===== src/rtl/rr_arbiter_4x1.sv =====
// Round-robin arbiter for four requesters sharing one 4:1 mux.
// Grants are held until the owner drops its request or the hold limit expires.
module rr_arbiter_4x1 #(
  parameter int MAX_HOLD = 8
) (
  input  logic       clk,
  input  logic       rst_n,
  input  logic [3:0] req,
  output logic [3:0] gnt,
  output logic [1:0] sel,
  output logic       busy,
  output logic       expired
);

  typedef enum logic {IDLE, GRANT} state_t;

  localparam bit         HOLD_EN   = (MAX_HOLD != 0);
  localparam logic [7:0] HOLD_LAST = (MAX_HOLD == 0) ? 8'd0 : 8'(MAX_HOLD - 1);

  state_t     state_reg, state_next;
  logic [3:0] gnt_reg, gnt_next;
  logic [1:0] sel_reg, sel_next;
  logic [1:0] ptr_reg, ptr_next;
  logic [7:0] hcnt_reg, hcnt_next;
  logic       expired_reg, expired_next;

  logic [3:0] rot_req;
  logic [1:0] pick_off;
  logic [1:0] pick_idx;
  logic       pick_valid;
  logic       owner_req;
  logic       hold_hit;
  logic       release_grant;
  logic       do_grant;

  // Requests rotated so that bit 0 is the requester at the round-robin pointer.
  for (genvar gi = 0; gi < 4; gi++) begin : g_rot
    assign rot_req[gi] = req[ptr_reg + 2'(gi)];
  end

  always_comb begin
    pick_off = 2'd0;
    if (rot_req[0])      pick_off = 2'd0;
    else if (rot_req[1]) pick_off = 2'd1;
    else if (rot_req[2]) pick_off = 2'd2;
    else                 pick_off = 2'd3;
  end

  assign pick_valid    = |req;
  assign pick_idx      = ptr_reg + pick_off;
  assign owner_req     = req[sel_reg];
  assign hold_hit      = HOLD_EN && (hcnt_reg == HOLD_LAST);
  assign release_grant = !owner_req || hold_hit;

  always_comb begin
    state_next   = state_reg;
    gnt_next     = gnt_reg;
    sel_next     = sel_reg;
    ptr_next     = ptr_reg;
    hcnt_next    = hcnt_reg;
    expired_next = 1'b0;
    do_grant     = 1'b0;

    case (state_reg)
      IDLE: begin
        if (pick_valid) do_grant = 1'b1;
      end
      GRANT: begin
        if (!release_grant) begin
          hcnt_next = (hcnt_reg == 8'hFF) ? hcnt_reg : hcnt_reg + 8'd1;
        end else begin
          // Only a limit-forced release while the owner still wants the bus counts.
          expired_next = hold_hit && owner_req;
          if (pick_valid) begin
            do_grant = 1'b1;
          end else begin
            state_next = IDLE;
            gnt_next   = 4'b0000;
          end
        end
      end
      default: state_next = IDLE;
    endcase

    if (do_grant) begin
      state_next = GRANT;
      gnt_next   = 4'b0001 << pick_idx;
      sel_next   = pick_idx;
      ptr_next   = pick_idx + 2'd1;
      hcnt_next  = 8'd0;
    end
  end

  always_ff @(posedge clk or negedge rst_n) begin
    if (!rst_n) begin
      state_reg   <= IDLE;
      gnt_reg     <= 4'b0000;
      sel_reg     <= 2'd0;
      ptr_reg     <= 2'd0;
      hcnt_reg    <= 8'd0;
      expired_reg <= 1'b0;
    end else begin
      state_reg   <= state_next;
      gnt_reg     <= gnt_next;
      sel_reg     <= sel_next;
      ptr_reg     <= ptr_next;
      hcnt_reg    <= hcnt_next;
      expired_reg <= expired_next;
    end
  end

  assign gnt     = gnt_reg;
  assign sel     = sel_reg;
  assign busy    = |gnt_reg;
  assign expired = expired_reg;

endmodule


===== config.mk =====
export PLATFORM = sky130hd
export DESIGN_NAME = rr_arbiter_4x1
export DESIGN_NICKNAME = d
export VERILOG_FILES = /design/src/rtl/rr_arbiter_4x1.sv
export SDC_FILE = /design/constraint.sdc
export NUM_CORES = 1
export LEC_CHECK = 0
export ABC_AREA = 0
export CAP_MARGIN = 10
export CELL_PAD_IN_SITES_DETAIL_PLACEMENT = 0
export CELL_PAD_IN_SITES_GLOBAL_PLACEMENT = 1
export CORE_MARGIN = 2
export CORE_UTILIZATION = 45
export CTS_BUF_LIST = sky130_fd_sc_hd__clkbuf_2
export DETAILED_ROUTE_END_ITERATION = 8
export HOLD_SLACK_MARGIN = 0.06
export PLACE_DENSITY = 0.94
export SYNTH_ARGS = -nofsm -noshare
export SYNTH_HDL_FRONTEND = slang
export SYNTH_SLANG_ARGS = --single-unit

===== constraint.sdc =====
create_clock -name clk -period 6.4 [get_ports clk]
set_clock_uncertainty 0.2 [all_clocks]
set_input_delay 1.28 -clock clk [delete_from_list [all_inputs] [get_ports clk]]
set_output_delay 1.28 -clock clk [all_outputs]
set_load 0.01 [all_outputs]

==> reports/results.tsv <==
metric	value	unit
drtIter0Drc	15	
num_vias	875	
path_cells	clkdlybuf4s50_1, mux2_1, a222oi_1, xor2_1, mux2_1	
max-cap-violations	0	
critPathMaxFanout	6	
pin_count	14	
wl_per_cell	15.3	µm
cpMaxStageDelayCell	clkdlybuf4s50_1	
cts_tree	yes	
grt_max_degree	19	
layout-drive-gt1-share	0.0940	
place_hpwl	1630	µm
clock-root-buffer	clkbuf_2	
fmax	303	MHz
worst_ir_drop_vdd	0.344	mV
antenna_found_initial	0	
cts_inserted_buffers	3	
syn-num-nets	110	
gp_congestion	0.802	
largest_reg_flops	8	
post_cts_buffers	0	
clock-sinks	18	
min_path_type	reg2reg	
clock_path_buffers	2	
setup_viol	0	
ys_ff_latch	18	
rows	17	
die_x	51.9	µm
ctsHoldBuffers	0	
port_buffers	13	
wl	2210	µm
end_kind	register	
drc	0	
p_leak	0.504	nW
die_area	0.00270	mm²
grt_pass1_wl	3890	µm
nets	126	
clkTransAtPathRegs	150	ps
p_per_area	432	mW/mm²
diodes	0	
yosysWarnings	0	
drt.antenna.violating_nets	0	
grt_pass1_vias	849	
fp.coreArea	0.00219	mm²
tns	0	ps
dieHeight	51.9	µm
max_slew.worst_pin.slew	788	ps
nFillCells	198	
viasPerCell	6.03	
rsz0062_at_grt	false	
start_util	0.472	
layout_min_cycle_time	3300	ps
synth-seq-area-share	0.436	
syn_inst	102	
area_delta_synth_final	16.7	%
synthDistinctLibCells	39	
hold_viol	0	
hold_ws	336	ps
clk_latency	310	ps
syn_avg_cell_area	10.1	µm²
stdcell_count	145	
crit_top_cell	mux2_1	
placed_cells_incl_taps	141	
cp.required	6400	ps
worstSetupStartpointType	input port	
synth_area	0.00103	mm²
cts.htree.levels	1	
finalCritPeriodShare	0.516	
slowest_delay	570	ps
crit_type	in2reg	
drt_first_pass_iters	4	
critPathArrivalTime	3310	ps
grtUsageTotal	0.193	
slew_violations	0	
slew_headroom	0.473	
grt_overflow	0	
dp_slack	2780	ps
status	finished, final reports clean	
cts_resized	0	
layout_setup_ws	3100	ps
stage by stage:
stage,area [µm²],util,power [W]
6_report,1210,0.551,0.000521
5_1_grt,1210,0.551,0.000567
4_1_cts,1210,0.551,0.000523
3_5_place_dp,1190,0.542,0.000476
3_3_place_gp,1190,0.542,0.000461
2_1_floorplan,1030,-,0.000386
worst max-delay path, delay by kind of cell:
kind                      cells  cell delay (ps)
buffers and inverters         1              570
AOI/OAI and AO/OA             1              530
xor gates and xnor gates      1              240
muxes                         2              690
logic make-up (layout without fill, tap and decap cells):
group                      after synthesis  in the layout  synth area share
AOI/OAI and AO/OA                       34             34             0.241
xor gates and xnor gates                 4              4            0.0339
adders and majority gates                2              2            0.0242
and+or+nand+nor                         28             28             0.156
muxes                                    7              7            0.0726
DFF                                     18             18             0.436
buffers and inverters                    9             24            0.0363
cell usage after synthesis:
cell type / number / area share
dfrtp_1: 18 / 0.44
a21oi_1: 8 / 0.039
inv_1: 7 / 0.025
nand3_1: 5 / 0.024
nor2_1: 5 / 0.018
o21ai_0: 5 / 0.024
or4_1: 5 / 0.036
mux2i_1: 3 / 0.029
nand2_1: 3 / 0.011
o31ai_1: 3 / 0.022
a32o_1: 2 / 0.019
a32o_2: 2 / 0.022
ha_1: 2 / 0.024
mux2_1: 2 / 0.022
mux2_2: 2 / 0.022
nand2b_1: 2 / 0.012
o22ai_1: 2 / 0.012
or2_2: 2 / 0.012
or3_1: 2 / 0.012
xnor2_1: 2 / 0.017
xor2_1: 2 / 0.017
a21boi_2: 1 / 0.011
a21o_2: 1 / 0.0085
a222oi_1: 1 / 0.0097
a311o_1: 1 / 0.0097
a311oi_1: 1 / 0.0085
a31oi_1: 1 / 0.0061
a32oi_1: 1 / 0.0085
a41oi_1: 1 / 0.0085
and4_1: 1 / 0.0085
buf_4: 1 / 0.0073
clkbuf_1: 1 / 0.0036
nand4bb_1: 1 / 0.011
nor2b_1: 1 / 0.0061
nor3_1: 1 / 0.0048
o211ai_1: 1 / 0.0073
o22a_1: 1 / 0.0085
o2bb2ai_1: 1 / 0.0085
o32ai_1: 1 / 0.0085
area by class of cell:
class / count / area (µm²) / share of cell area
Clock inverter: 1 / 3.75 / 0.00311
Timing Repair Buffer: 13 / 130 / 0.108
Inverter: 7 / 26.3 / 0.0218
Sequential cell: 18 / 450 / 0.373
Tap cell: 28 / 35.0 / 0.0290
Multi-Input combinational cell: 75 / 546 / 0.452
Clock buffer: 3 / 15.0 / 0.0124
final timing paths:
| path | from | endpoint | slack, ps | cells past startpoint |
|---|---|---|---|---|
| max in group asynchronous | rst_n | ptr_reg[0] | 4300 | 1 |
| min in group asynchronous | rst_n | hcnt_reg[3] | 1200 | 1 |
| min | gnt[1] | gnt[1] | 340 | 1 |
| max | req[2] | sel[1] | 3100 | 5 |
| max reg2reg | hcnt_reg[0] | sel[0] | 3890 | 5 |
| min reg2reg | gnt[1] | gnt[1] | 340 | 1 |
per-layer routing:
metal  up-vias  part of all wire  routed length (µm)  GRT usage
met4         0             0.015                  34     0.0658
met2        15              0.47                1040      0.295
met3         5             0.023                  52     0.0259
met5         -                 0                   0          0
met1       430              0.49                1090      0.280
li1        425                 -                   -          -
where the power goes:
part           leakage, nW  internal, W  switching, W
combinational        0.259     0.000147      0.000146
clock               0.0140    0.0000136     0.0000350
sequential           0.231     0.000146     0.0000327
layout by cell type, fill, tap and decap left out, drive strengths merged, types with 4 or more instances in the layout:
cell and n:
or4 5, nand3 5, o21ai 5, inv 7, mux2 4, dfrtp 18
clkdlybuf4s50 13, a21oi 8, a32o 4, nor2 5
Note: power is estimated with default switching activity, not from simulation.
